===== config.mk =====
export PLATFORM = sky130hd
export DESIGN_NAME = pipe_issue_scheduler_flat
export DESIGN_NICKNAME = d
export VERILOG_FILES = /design/src/rtl/pipe_sched_pkg.sv /design/src/rtl/pipe_issue_scheduler_if.sv /design/src/rtl/rr_arbiter.sv /design/src/rtl/pipe_issue_scheduler.sv /design/src/flat_wrapper.sv
export SDC_FILE = /design/constraint.sdc
export NUM_CORES = 1
export LEC_CHECK = 0
export ABC_AREA = 1
export ABC_CLOCK_PERIOD_IN_PS = 4900
export CAP_MARGIN = 20
export CORE_ASPECT_RATIO = 1.2
export CORE_MARGIN = 2
export CORE_UTILIZATION = 45
export CTS_BUF_LIST = sky130_fd_sc_hd__clkbuf_16
export CTS_CLUSTER_DIAMETER = 60
export CTS_CLUSTER_SIZE = 28
export DETAILED_ROUTE_END_ITERATION = 8
export GPL_ROUTABILITY_DRIVEN = 1
export PLACE_DENSITY = 0.86
export SYNTH_ARGS = -nofsm -noshare
export SYNTH_HDL_FRONTEND = slang
export SYNTH_SLANG_ARGS = --single-unit

===== constraint.sdc =====
create_clock -name clk -period 4.9 [get_ports clk]
set_input_delay 0.49 -clock clk [delete_from_list [all_inputs] [get_ports clk]]
set_output_delay 0.49 -clock clk [all_outputs]
set_load 0.005 [all_outputs]

===== src/rtl/pipe_sched_pkg.sv =====
// pipe_sched_pkg: scheduler FSM states and the in-flight tag record.
package pipe_sched_pkg;
    localparam int NUM_REQ_DEF = 4;
    localparam int ID_W = $clog2(NUM_REQ_DEF);
    typedef enum logic [1:0] {ISSUE, HOLD, DRAIN, DRAINED} state_t;
    typedef struct packed {
        logic            valid;
        logic [ID_W-1:0] id;
    } tag_t;
endpackage


===== src/rtl/pipe_issue_scheduler_if.sv =====
// pipe_issue_scheduler_if: bundles the scheduler's requester, datapath and drain signals.
//  req_valid/req_data/req_ready       requester operands and one-hot grant
//  pipe_valid/pipe_data               issue into the datapath
//  pipe_res_valid/pipe_res_data       datapath results; pipe_flush clears its stages
//  resp_valid/resp_id/resp_data       routed result; drop_mask reports flushed owners
//  drain_req/drain_done/err_mismatch  quiesce control and sticky tag error
interface pipe_issue_scheduler_if #(
    parameter int DATA_WIDTH = 8,
    parameter int NUM_REQ    = 4
);
    logic [NUM_REQ-1:0]            req_valid;
    logic [NUM_REQ*DATA_WIDTH-1:0] req_data;
    logic [NUM_REQ-1:0]            req_ready;
    logic                          pipe_valid;
    logic [DATA_WIDTH-1:0]         pipe_data;
    logic                          pipe_res_valid;
    logic [DATA_WIDTH-1:0]         pipe_res_data;
    logic                          pipe_flush;
    logic                          resp_valid;
    logic [$clog2(NUM_REQ)-1:0]    resp_id;
    logic [DATA_WIDTH-1:0]         resp_data;
    logic [NUM_REQ-1:0]            drop_mask;
    logic                          drain_req;
    logic                          drain_done;
    logic                          err_mismatch;
    modport slave (
        input  req_valid, req_data, pipe_res_valid, pipe_res_data, pipe_flush, drain_req,
        output req_ready, pipe_valid, pipe_data, resp_valid, resp_id, resp_data,
               drop_mask, drain_done, err_mismatch
    );
    modport master (
        output req_valid, req_data, pipe_res_valid, pipe_res_data, pipe_flush, drain_req,
        input  req_ready, pipe_valid, pipe_data, resp_valid, resp_id, resp_data,
               drop_mask, drain_done, err_mismatch
    );
endinterface


===== src/rtl/rr_arbiter.sv =====
// rr_arbiter: round-robin arbiter, combinational one-hot grant, pointer moves to each winner.
//  clk, rst   clock, asynchronous active-high reset (pointer resets so requester 0 wins first)
//  req, en    request vector and grant enable
//  gnt        one-hot grant; gnt_id/gnt_valid give the winner index and whether anyone won
module rr_arbiter #(
    parameter int NUM_REQ = 4
) (
    input  logic                       clk,
    input  logic                       rst,
    input  logic [NUM_REQ-1:0]         req,
    input  logic                       en,
    output logic [NUM_REQ-1:0]         gnt,
    output logic [$clog2(NUM_REQ)-1:0] gnt_id,
    output logic                       gnt_valid
);
    localparam int IW = $clog2(NUM_REQ);
    logic [IW-1:0] ptr, idx;
    always_comb begin
        gnt_id = '0;
        gnt_valid = 1'b0;
        idx = '0;
        // scan farthest-first so the nearest requester after ptr overwrites earlier hits
        for (int k = NUM_REQ; k >= 1; k--) begin
            idx = IW'((int'(ptr) + k) % NUM_REQ);
            if (en && req[idx]) begin
                gnt_id = idx;
                gnt_valid = 1'b1;
            end
        end
        gnt = gnt_valid ? NUM_REQ'(1) << gnt_id : '0;
    end
    always_ff @(posedge clk or posedge rst)
        if (rst) ptr <= IW'(NUM_REQ - 1);
        else if (gnt_valid) ptr <= gnt_id;
endmodule


===== src/rtl/pipe_issue_scheduler.sv =====
// pipe_issue_scheduler: shares one fixed-latency datapath among requesters with tag tracking.
//  clk, rst   clock, asynchronous active-high reset
//  bus        requester grant/operands, datapath issue/results/flush, routed responses,
//             flush drop pulse, drain handshake and sticky mismatch flag
module pipe_issue_scheduler
    import pipe_sched_pkg::*;
#(
    parameter int DATA_WIDTH = 8,
    parameter int NUM_REQ    = NUM_REQ_DEF,
    parameter int LATENCY    = 4,
    parameter int FLUSH_HOLD = 2
) (
    input logic                    clk,
    input logic                    rst,
    pipe_issue_scheduler_if.slave  bus
);
    localparam int IW = $clog2(NUM_REQ);
    localparam int HW = $clog2(FLUSH_HOLD + 1);
    state_t            state, state_n;
    logic [HW-1:0]     hold_cnt;
    tag_t              slot [LATENCY];
    logic [NUM_REQ-1:0] gnt, drop_n;
    logic [IW-1:0]     gnt_id;
    logic              gnt_valid, busy;
    rr_arbiter #(.NUM_REQ(NUM_REQ)) u_arb (
        .clk       (clk),
        .rst       (rst),
        .req       (bus.req_valid),
        .en        (state == ISSUE && !bus.pipe_flush),
        .gnt       (gnt),
        .gnt_id    (gnt_id),
        .gnt_valid (gnt_valid)
    );
    assign bus.req_ready  = gnt;
    assign bus.drain_done = state == DRAINED;
    always_comb begin
        busy = 1'b0;
        drop_n = '0;
        for (int i = 0; i < LATENCY; i++) busy |= slot[i].valid;
        // current slots 0..LATENCY-3 shift into the cleared region; the one entering the
        // output-register slot survives the flush
        for (int i = 0; i < LATENCY - 2; i++)
            if (bus.pipe_flush && slot[i].valid) drop_n[slot[i].id] = 1'b1;
    end
    always_comb begin
        state_n = state;
        case (state)
            ISSUE:   state_n = bus.pipe_flush ? HOLD : bus.drain_req ? DRAIN : ISSUE;
            // a further flush while holding restarts the hold window
            HOLD:    state_n = (!bus.pipe_flush && hold_cnt == HW'(FLUSH_HOLD - 1)) ? ISSUE : HOLD;
            DRAIN:   state_n = busy ? DRAIN : DRAINED;
            DRAINED: state_n = bus.drain_req ? DRAINED : ISSUE;
            default: state_n = ISSUE;
        endcase
    end
    always_ff @(posedge clk or posedge rst) begin
        if (rst) begin
            state            <= ISSUE;
            hold_cnt         <= '0;
            bus.pipe_valid   <= 1'b0;
            bus.pipe_data    <= '0;
            bus.resp_valid   <= 1'b0;
            bus.resp_id      <= '0;
            bus.resp_data    <= '0;
            bus.drop_mask    <= '0;
            bus.err_mismatch <= 1'b0;
            for (int i = 0; i < LATENCY; i++) slot[i] <= '0;
        end else begin
            state            <= state_n;
            hold_cnt         <= (state == HOLD && !bus.pipe_flush) ? hold_cnt + 1'b1 : '0;
            bus.pipe_valid   <= gnt_valid;
            if (gnt_valid) bus.pipe_data <= bus.req_data[gnt_id*DATA_WIDTH +: DATA_WIDTH];
            slot[0]          <= gnt_valid ? {1'b1, ID_W'(gnt_id)} : '0;
            for (int i = 1; i < LATENCY; i++)
                slot[i] <= (bus.pipe_flush && i < LATENCY - 1) ? '0 : slot[i-1];
            bus.resp_valid   <= bus.pipe_res_valid && slot[LATENCY-1].valid;
            bus.resp_id      <= slot[LATENCY-1].id;
            bus.resp_data    <= bus.pipe_res_data;
            bus.drop_mask    <= drop_n;
            bus.err_mismatch <= bus.err_mismatch | (bus.pipe_res_valid ^ slot[LATENCY-1].valid);
        end
    end
endmodule


===== src/flat_wrapper.sv =====
// flat-port wrapper written by rule: the top's interface ports become plain ports
module pipe_issue_scheduler_flat import pipe_sched_pkg::*;
#(
    parameter int DATA_WIDTH = 8,
    parameter int NUM_REQ    = NUM_REQ_DEF,
    parameter int LATENCY    = 4,
    parameter int FLUSH_HOLD = 2
)
  (clk, rst, bus_req_valid, bus_req_data, bus_pipe_res_valid, bus_pipe_res_data, bus_pipe_flush, bus_drain_req, bus_req_ready, bus_pipe_valid, bus_pipe_data, bus_resp_valid, bus_resp_id, bus_resp_data, bus_drop_mask, bus_drain_done, bus_err_mismatch);
  pipe_issue_scheduler_if #(.DATA_WIDTH(DATA_WIDTH), .NUM_REQ(NUM_REQ)) bus_i ();
  input logic clk;
  input logic rst;
  input wire logic [$bits(bus_i.req_valid)-1:0] bus_req_valid;
  input wire logic [$bits(bus_i.req_data)-1:0] bus_req_data;
  input wire logic [$bits(bus_i.pipe_res_valid)-1:0] bus_pipe_res_valid;
  input wire logic [$bits(bus_i.pipe_res_data)-1:0] bus_pipe_res_data;
  input wire logic [$bits(bus_i.pipe_flush)-1:0] bus_pipe_flush;
  input wire logic [$bits(bus_i.drain_req)-1:0] bus_drain_req;
  output wire logic [$bits(bus_i.req_ready)-1:0] bus_req_ready;
  output wire logic [$bits(bus_i.pipe_valid)-1:0] bus_pipe_valid;
  output wire logic [$bits(bus_i.pipe_data)-1:0] bus_pipe_data;
  output wire logic [$bits(bus_i.resp_valid)-1:0] bus_resp_valid;
  output wire logic [$bits(bus_i.resp_id)-1:0] bus_resp_id;
  output wire logic [$bits(bus_i.resp_data)-1:0] bus_resp_data;
  output wire logic [$bits(bus_i.drop_mask)-1:0] bus_drop_mask;
  output wire logic [$bits(bus_i.drain_done)-1:0] bus_drain_done;
  output wire logic [$bits(bus_i.err_mismatch)-1:0] bus_err_mismatch;
  assign bus_i.req_valid = bus_req_valid;
  assign bus_i.req_data = bus_req_data;
  assign bus_i.pipe_res_valid = bus_pipe_res_valid;
  assign bus_i.pipe_res_data = bus_pipe_res_data;
  assign bus_i.pipe_flush = bus_pipe_flush;
  assign bus_i.drain_req = bus_drain_req;
  assign bus_req_ready = bus_i.req_ready;
  assign bus_pipe_valid = bus_i.pipe_valid;
  assign bus_pipe_data = bus_i.pipe_data;
  assign bus_resp_valid = bus_i.resp_valid;
  assign bus_resp_id = bus_i.resp_id;
  assign bus_resp_data = bus_i.resp_data;
  assign bus_drop_mask = bus_i.drop_mask;
  assign bus_drain_done = bus_i.drain_done;
  assign bus_err_mismatch = bus_i.err_mismatch;
  pipe_issue_scheduler #(.DATA_WIDTH(DATA_WIDTH), .NUM_REQ(NUM_REQ), .LATENCY(LATENCY), .FLUSH_HOLD(FLUSH_HOLD)) u_core (.clk(clk), .rst(rst), .bus(bus_i));
endmodule

After elaboration in Yosys (flattened, before gate mapping)

Index checks and enable logic that the tools add are counted.

Logic and storage cells: 90
Input bits: 49
Flip-flop bits (word level): 43
Output and inout bits: 30

Mux-type cells: 33
Add/sub/neg operators: 5
Reduce and logical (&&, ||, !) cells: 14
Shift-type cells: 2
Order comparisons: 8
Bitwise logic cells: 6
Equality and inequality tests: 4

Operators by type and width:

| cell                | number |
|---|---|
| $shiftx 32x6->8     | 1 |
| $lt 2x3->1 const B  | 6 |
| $mux 2              | 8 |
| $logic_and 1x1->1   | 12 |
| $mux 1              | 12 |
| $mux 4              | 3 |
| $mux 3              | 3 |
| $bmux 1 s2          | 4 |
| $pmux 2 s4          | 1 |
| $add 2x1->2 const B | 3 |
| $add 2x2->2 const B | 2 |
| $demux 1 s2         | 2 |
| $eq 2x1->1 const B  | 2 |
| $eq 2x2->1 const B  | 2 |
| $ge 2x1->1 const B  | 2 |
| $or 1x1->1          | 4 |
| $or 4x4->4          | 1 |
| $shl 1x2->4 const A | 1 |
| $logic_not 2->1     | 1 |
| $logic_not 1->1     | 1 |
| $xor 1x1->1         | 1 |

Longest topological paths before layout

Gate-level depths: netlist of the first run.

Word-level depth: 10
Depth in mapped cells: 16

By module

From an unflattened synthesis of the first run, not the netlist that was laid out.

Cell total of the unflattened synthesis: 299
Area, all modules: 2,257.2 um^2

By module, submodules not included:

| module               | cells each | area an instance (um^2) | instances |
|---|---|---|---|
| pipe_issue_scheduler | 216        | 1,806.7                 | 1 |
| rr_arbiter           | 83         | 450.4                   | 1 |

Worst setup path before layout of the first run

OpenSTA, ideal clock, no wires.

Path type: register -> output
Start point: register u_core.u_arb.ptr[0]
End point: output port bus_req_ready[2]
Arrival: 1.654 ns
Data required time: 4.410 ns
Path slack: 2.756 ns
Stages on the path, launching flop included: 14
Cells stage by stage: dfstp_2 buf_6 inv_4 buf_6 nand2_2 nand2_2 a21oi_2 nand2_2 inv_2 nand2_1 nand2_1 buf_4 inv_1 nor2_1

Longest elaborated chain between the ends: 10
Elaborated cells between the ends (all ways): 26

RTL lines:

| element                      | line               | source |
|---|---|---|
| start: declaration           | rr_arbiter.sv:17   | `logic [IW-1:0] ptr, idx;` |
| start signal: assignment     | rr_arbiter.sv:33   | `if (rst) ptr <= IW'(NUM_REQ - 1);` |
| start signal: assignment     | rr_arbiter.sv:34   | `else if (gnt_valid) ptr <= gnt_id;` |
| $add 2x1->2                  | rr_arbiter.sv:24   | `idx = IW'((int'(ptr) + k) % NUM_REQ);` |
| $bmux 1 s2                   | rr_arbiter.sv:25   | `if (en && req[idx]) begin` |
| $mux 1 (not written as such) | rr_arbiter.sv:25   |  |
| $logic_and 1x1->1            | rr_arbiter.sv:25   |  |
| $mux 2 (4 in series)         | rr_arbiter.sv:25   |  |
| $shl 1x2->4                  | rr_arbiter.sv:30   | `gnt = gnt_valid ? NUM_REQ'(1) << gnt_id : '0;` |
| $mux 4 *                     | rr_arbiter.sv:30   |  |
| end: declaration             | flat_wrapper.sv:19 | `output wire logic [$bits(bus_i.req_ready)-1:0] bus_req_ready;` |

Every way passes the cells marked *; elsewhere a longest branch is shown, timed or not. The select of a mux whose other input is x is not followed.

Worst setup path in the final report of the first run

Start point: input port bus_pipe_flush
End point: output port bus_req_ready[1]

Longest elaborated chain between the ends: 9
Elaborated cells between the ends (all ways): 16

RTL lines:

| element              | line                       | source |
|---|---|---|
| start: declaration   | flat_wrapper.sv:17         | `input wire logic [$bits(bus_i.pipe_flush)-1:0] bus_pipe_flush;` |
| $logic_not 1->1 *    | pipe_issue_scheduler.sv:29 | `.en (state == ISSUE && !bus.pipe_flush),` |
| $logic_and 1x1->1 *  | pipe_issue_scheduler.sv:29 |  |
| $logic_and 1x1->1    | rr_arbiter.sv:25           |  |
| $mux 2 (4 in series) | rr_arbiter.sv:25           |  |
| $shl 1x2->4          | rr_arbiter.sv:30           |  |
| $mux 4 *             | rr_arbiter.sv:30           |  |

Every way passes the cells marked *; elsewhere a longest branch is shown, timed or not.

==> run summary, run 1 <==
• run status: complete, no violations
• fin crit share: 74.7%
• half-perimeter wire length of the detailed placement result: 3.61 mm
• Worst Max-Slew Pin Slew: 0.519 ns
• post-synthesis register bit count: 42
• global router's overall resource usage: 19.8%
• post-layout minimum cycle time: 3.66 ns
• post-detailed-placement cell area: 2910 µm²
• Power Dens Cells: 485 nW/µm²
• cell area after technology mapping: 2110 µm²
• number of clock sinks seen by CTS: 42
• Clock Latency Late Sink: 0.28 ns
• maximum buffer depth of the clock tree: 2
• data arrival time at the worst-slack endpoint: 3.17 ns
• Worst Path Max Fanout: 20
• Die Area: 5260 µm²
• setup slack of the most critical reg-to-reg path: 2.57 ns
• Worst EP required: 4.41 ns
• RR Endpoint: u_core.bus.pipe_data[2]
• vias in the first global route: 1944
• nets: 388
• Slew Viols, Final: 0
• most used standard cells in the synthesized netlist: nand2_1, nand3_1, dfrtp_1
• Seq/Total Area, Yosys: 49.9%
• Non-Filler Instances: 396
• number of fill cells in the layout: 389
• setup repair after global routing missed its margin: no
• final hold slack: 0.347 ns
• Post-CTS Resized: 0
• Reg clk slew, reported paths: 0.06 ns
• summed negative setup slack over all endpoints: 0 ns
• area share of the largest cell type after synthesis: 47.4%
• Vert. Die Dim: 79.0 µm
• number of ports placed on the die boundary: 79
• CTS tree: built
• Total Routed Length: 4.81 mm
• final-report setup violation count: 0
• Worst Skew: 0.00642 ns
• Fin. Hold Viols: 0
• HP Class: register to register
• count of hold buffers inserted by post-cts repair: 0
• final global-route overflow total: 0
• DR vias: 1915
• area growth from synthesis to final layout: 44.7%
• detail-routed net length per standard cell: 12.2 µm
• startpoint of the lowest-slack hold path: u_core.slot[1]
• cell type with the highest aggregate area in the netlist: dfrtp_1
• total number of placement rows: 27
• H-tree depth reported by CTS: 2
• max frequency: 273 MHz
• worst slew slack as a fraction of its limit: 65.4%
• highest ir drop seen on vdd: 250 µV
• number of buffers inserted by port buffering: 78
• drt first pass iters: 4
• worst slack, placed: 1.23 ns
• Core Region: 4560 µm²
• switching power share of the total: 37.5%
• number of violations of the max-capacitance limit: 0
• Post-Syn Area per Cell: 8.19 µm²
• average via count per standard cell: 4.84
• clock network fraction of design power: 21.4%
• internal power of the cells: 926 µW
• buffer cell driving the clock tree root: clkbuf_16
• Cell variety after synth: 29
• number of enable-type register cells in the synthesized netlist: 0
• cell count after synthesis: 258
• Sw Pwr: 555 µW
• Post-Synthesis Net Count: 309
• initial standard-cell utilization of the core: 46.3%
• sequential group share of total power: 34.6%
• top area cells in the synthesized netlist: dfrtp_1, nand2_1, nand3_1, inv_1, nand2_2
• WHS Endpoint: u_core.bus.resp_id[1]
• buffers inserted during post-CTS setup optimization: 0
• Async SR Flop Fraction: 100%
• capturing element type of the critical path: output port
• crit path setup slack, layout: 1.24 ns
• most numerous cell in the Yosys netlist: nand2_1
• worst flop-to-flop path startpoint: u_core.u_arb.ptr[0]
• largest net degree at the start of global routing: 43
• kind of critical path: input port to output port
• share of final-layout standard cells stronger than drive strength 1: 13.9%
• static leakage power: 0.00148 µW
• Syn. warnings: 0
• total DRC errors in the routed layout: 0
• Detailed Route Iter0 Violations: 101
• weighted congestion at the end of routability-driven global placement: 0.803
• kind of start point of the critical path: input port
• number of antenna violations at the first check in global routing: 0
• Placed Cells: 388
• part of the power in combinational logic: 44.1%
• Die X: 66.5 µm
• area of all placed cells without fillers: 3060 µm²
• TritonCTS buffer count: 5
• Antenna diodes: 0
• worst hold stages: 0
• global-route wire length before repair: 8.02 mm
• post-detailed-route count of antenna-violating nets: 0
• main flop type after synthesis: dfrtp_1
• worst reg2reg path depth: 11
through the flow:
stage | power [µW] | utilization [%]
floorplan | 931 | -
global placement | 1150 | 63.9
detailed placement | 1170 | 63.9
CTS | 1490 | 67.0
global route | 1600 | 67.0
finish | 1480 | 67.0
worst max path at each step:
stage / cells past startpoint / endpoint / start
after floorplan: 13 / bus_req_ready[2] / u_core.u_arb.ptr[0]
after global placement: 9 / bus_req_ready[0] / bus_pipe_flush
after detailed placement: 9 / bus_req_ready[1] / bus_pipe_flush
after CTS: 9 / bus_req_ready[1] / bus_pipe_flush
after global routing: 9 / bus_req_ready[3] / bus_pipe_flush
final: 9 / bus_req_ready[1] / bus_pipe_flush
layout make-up:
class	instances	area [µm²]	share of cell area, %
Sequential cell	42	1050	34.5
Multi-Input combinational cell	166	828	27.1
Timing Repair Buffer	81	803	26.3
Inverter	41	156	5.12
Clock buffer	5	125	4.10
Tap cell	58	72.6	2.38
Clock inverter	3	16.3	0.532
flip-flops by register name, summed over array words and instances, names as in the netlist:
| register | flops |
|---|---|
| u_core.slot | 11 |
| u_core.bus.resp_data | 8 |
| u_core.bus.drop_mask | 4 |
| u_core.bus.resp_id | 2 |
| u_core.hold_cnt | 2 |
| u_core.bus.pipe_data | 8 |
| u_core.bus.pipe_valid | 1 |
| u_core.bus.resp_valid | 1 |
| u_core.bus.err_mismatch | 1 |
| u_core.state | 2 |
| u_core.u_arb.ptr | 2 |
power by group through the flow:
stage	sequential (µW)	clock, µW	combinational (µW)
after global routing	524	341	730
after CTS	512	321	658
after floorplan	500	0	431
final	512	316	652
after global placement	512	0	638
after detailed placement	516	0	652
critical path, stage by stage:
cell and delay (ns):
clkdlybuf4s50_1 0.62, nor2_4 0.34, nand2_1 0.13, nor2_2 0.10
nand3_2 0.29, nand2_2 0.49, inv_2 0.09, nor2_1 0.12
clkdlybuf4s50_1 0.50
cells in the final DEF (no fill, tap or decap), types with 2 or more instances in the layout:
master	count
nor2_2	2
nor2_1	14
o32ai_1	2
ha_1	2
clkdlybuf4s50_1	78
a21oi_1	3
dfstp_2	2
o31ai_1	2
nand2_2	18
buf_4	3
nand3_1	42
clkinv_1	2
o21ai_0	3
dfrtp_1	40
nand2_1	66
inv_2	5
inv_1	34
clkbuf_16	5
nand3_2	3
layer usage:
| layer | part of all wire, % | vias up | global-route usage, % |
|---|---|---|---|
| met2 | 55 | 77 | 35.9 |
| met1 | 37 | 862 | 21.3 |
| li1 | - | 960 | - |
| met3 | 6.0 | 16 | 5.10 |
| met4 | 2.3 | 0 | 8.78 |
| met5 | 0 | - | 0 |
cell families (layout without fill, tap and decap cells):
logic type      Yosys count  in the layout  synth area share (%)
simple gates            152            152                  34.2
buf+inv                  50            130                  10.9
flops                    42             42                  49.9
compound gates           12             12                  3.79
fa+ha+maj                 2              2                  1.18
Note: power is estimated with default switching activity, not from simulation.
==> run 2: changes to the inputs <==
ABC_CLOCK_PERIOD_IN_PS = 3200   (was 4900)
CORE_UTILIZATION = 40   (was 45)
PLACE_DENSITY = 0.81   (was 0.86)
clock period = 3.2 ns   (was 4.9 ns; I/O delays follow)
==> run 2 against run 1 <==
  * Clock skew hardly changed
  * First-iteration DRC count is 41% lower
  * Sequential cell count stayed put
  * Routed wire length is 5.4% lower
  * Sequential power is 53% higher
  * Global-route usage is 2.9 points lower
  * Critical path depth is 2 higher
  * Clock power is 76% higher
  * Largest cell class unchanged
  * Largest power group unchanged
  * Highest routed layer unchanged
==> run summary, run 2 (synthesized netlist as in run 1, its figures left out) <==
• RR Endpoint: u_core.bus.pipe_data[2]
• Largest regs: u_core.slot (11), u_core.bus.pipe_data (8), u_core.bus.resp_data (8)
• Total Routed Length: 4.55 mm, -5.4%
• Core Region: 5190 µm², +14%
• number of violations of the max-capacitance limit: 0, unchanged
• max FFs per register: 11, unchanged
• buffer cell driving the clock tree root: clkbuf_16
• Detailed Route Iter0 Violations: 60, -41%
• half-perimeter wire length of the detailed placement result: 3.62 mm, +0.45%
• instance count on the critical path: 11, +2
• total power draw: 2340 µW, +58%
• Clock Latency Late Sink: 0.28 ns, about the same
• Power Dens Cells: 746 nW/µm², +54%
• kind of start point of the critical path: register
• most frequent standard cell in the layout excluding fill and tap cells: clkdlybuf4s50_1
• count of hold buffers inserted by post-cts repair: 0, unchanged
• number of clock sinks seen by CTS: 42, unchanged
• share of final-layout standard cells stronger than drive strength 1: 14.9%, +1.0 points
• Critical Path Max Stage Delay: 0.64 ns, +0.02 ns
• worst flop-to-flop path startpoint: u_core.u_arb.ptr[0]
• final-report setup violation count: 0, unchanged
• post-detailed-route count of antenna-violating nets: 0, unchanged
• CTS tree: built
• static leakage power: 0.00152 µW, +2.8%
• largest net degree at the start of global routing: 28, -35%
• global-route wire length before repair: 8.00 mm, -0.25%
• final hold slack: 0.247 ns, -0.0999 ns
• worst slew slack as a fraction of its limit: 75.7%, +10 points
• worst path bufs/invs: 2, -1
• cell repeated most along the worst path: nand2_1
• data arrival time at the worst-slack endpoint: 2.62 ns, -0.55 ns
• area growth from synthesis to final layout: 48.5%
• number of fill cells in the layout: 466, +20%
• highest-count cells in the layout ignoring fill and taps: clkdlybuf4s50_1, nand2_1, nand3_1
• capturing element type of the critical path: output port
• H-tree depth reported by CTS: 2, unchanged
• worst reg2reg path depth: 13, +2
• drt first pass iters: 4, unchanged
• total number of placement rows: 29, +7.4%
• post-layout minimum cycle time: 2.94 ns
• summed negative setup slack over all endpoints: 0 ns, unchanged
• Worst Max-Slew Pin Slew: 0.364 ns, -0.155 ns
• Worst EP required: 2.88 ns, -1.53 ns
• worst setup path startpoint: u_core.u_arb.ptr[0]
• Worst Skew: 0.00599 ns, -0.000428 ns
• TritonCTS buffer count: 5, unchanged
• average via count per standard cell: 4.62, -4.4%
• slowest library cell on the worst path: dfstp_2
• Die Area: 5880 µm², +12%
• kind of critical path: register to output port
• global router's overall resource usage: 16.9%, -2.9 points
• worst setup path endpoint: bus_req_ready[0]
• fin crit share: 91.8%
• Die X: 70.3 µm, +5.7%
• weighted congestion at the end of routability-driven global placement: 0.814, +1.4%
• Fin. Hold Viols: 0, unchanged
• setup slack of the most critical reg-to-reg path: 0.94 ns, -1.63 ns
• maximum buffer depth of the clock tree: 2, unchanged
• Worst Path Max Fanout: 17, -15%
• Antenna diodes: 0, unchanged
• buffers inserted during post-CTS setup optimization: 0, unchanged
• cell-by-cell trace of the critical path: inv_4 -> nand2_1 -> nand2_1 -> nand2_1 -> nand2_1 -> nand3_2 -> nand2_2 -> nand2_4 -> nand2_2 -> nor3_2 -> clkdlybuf4s50_1
• CP top delay family: simple AND/OR/NAND/NOR gates
• run status: complete, no violations
• Slew Viols, Final: 0, unchanged
• detail-routed net length per standard cell: 11.3 µm, -7.3%
• setup repair after global routing missed its margin: no
• number of antenna violations at the first check in global routing: 0, unchanged
• Post-CTS Resized: 0, unchanged
• max frequency: 341 MHz
• largest register by flop count: u_core.slot
• number of ports placed on the die boundary: 79, unchanged
• Reg clk slew, reported paths: 0.06 ns, about the same
• final global-route overflow total: 0, unchanged
• HP Class: input port to async pin
• nets: 392, +1.0%
• vias in the first global route: 1864, -4.1%
• DR vias: 1867, -2.5%
• initial standard-cell utilization of the core: 40.7%, -5.6 points
• highest ir drop seen on vdd: 387 µV, +55%
• number of buffers inserted by port buffering: 78, unchanged
• total DRC errors in the routed layout: 0, unchanged
• Vert. Die Dim: 83.6 µm, +5.8%
==> run 2: cell count changes in the layout (fill, tap and decap cells not counted) <==
cell / previous run / this run
clkinv_1: 2 / 1
buf_16: 0 / 1
bufinv_16: 0 / 1
inv_1: 34 / 35
clkinv_2: 1 / 0
buf_4: 3 / 6
==> run 2: power by group <==
group          internal [µW]  switching, µW
clock network            365            192
logic                    466            534
registers                679            104
total                   1510            830
==> run 2: per-stage QoR <==
stage	cells	worst slack (ns)	cell area [µm²]	utilization, %
3_5_place_dp	395	0.434	2940	56.7
2_1_floorplan	258	1.23	2110	-
6_report	404	0.264	3140	60.4
4_1_cts	403	0.243	3110	59.9
3_3_place_gp	395	0.519	2940	56.7
5_1_grt	404	0.111	3140	60.4
==> run 2: worst min-delay path by stage <==
stage,startpoint,endpoint,slack [ns],cells past startpoint
3_5_place_dp,u_core.slot[3],u_core.slot[0],0.34,0
6_report,rst,u_core.bus.resp_data[1],0.25,2
2_1_floorplan,u_core.slot[0],u_core.bus.resp_id[0],0.33,0
3_3_place_gp,u_core.slot[1],u_core.bus.resp_id[1],0.33,0
4_1_cts,u_core.slot[3],u_core.slot[0],0.35,0
5_1_grt,rst,u_core.bus.resp_data[1],0.26,2
==> run 2: final cells by class <==
cell class	count	area [µm²]	area share (%)
flip-flops and latches	42	1050	33.6
repair buffers	85	853	27.2
multi-input cells	166	828	26.4
inverters	41	156	4.99
clock buffers	5	125	3.99
well taps	62	77.6	2.47
clock inverters	3	41.3	1.32
==> run 2: metal layers <==
metal  part of all wire [%]  track usage, %  vias up
met5                      0               0        -
met4                    1.6            5.77        0
met3                    6.3            4.11        6
met2                     53            31.0       59
met1                     39            18.7      837
li1                       -               -      965
==> run 3: changes to the inputs <==
GPL_ROUTABILITY_DRIVEN = unset   (was 1)
==> results of run 3 <==
Same layout as run 2: the final DEF is identical, and so are final timing and power.
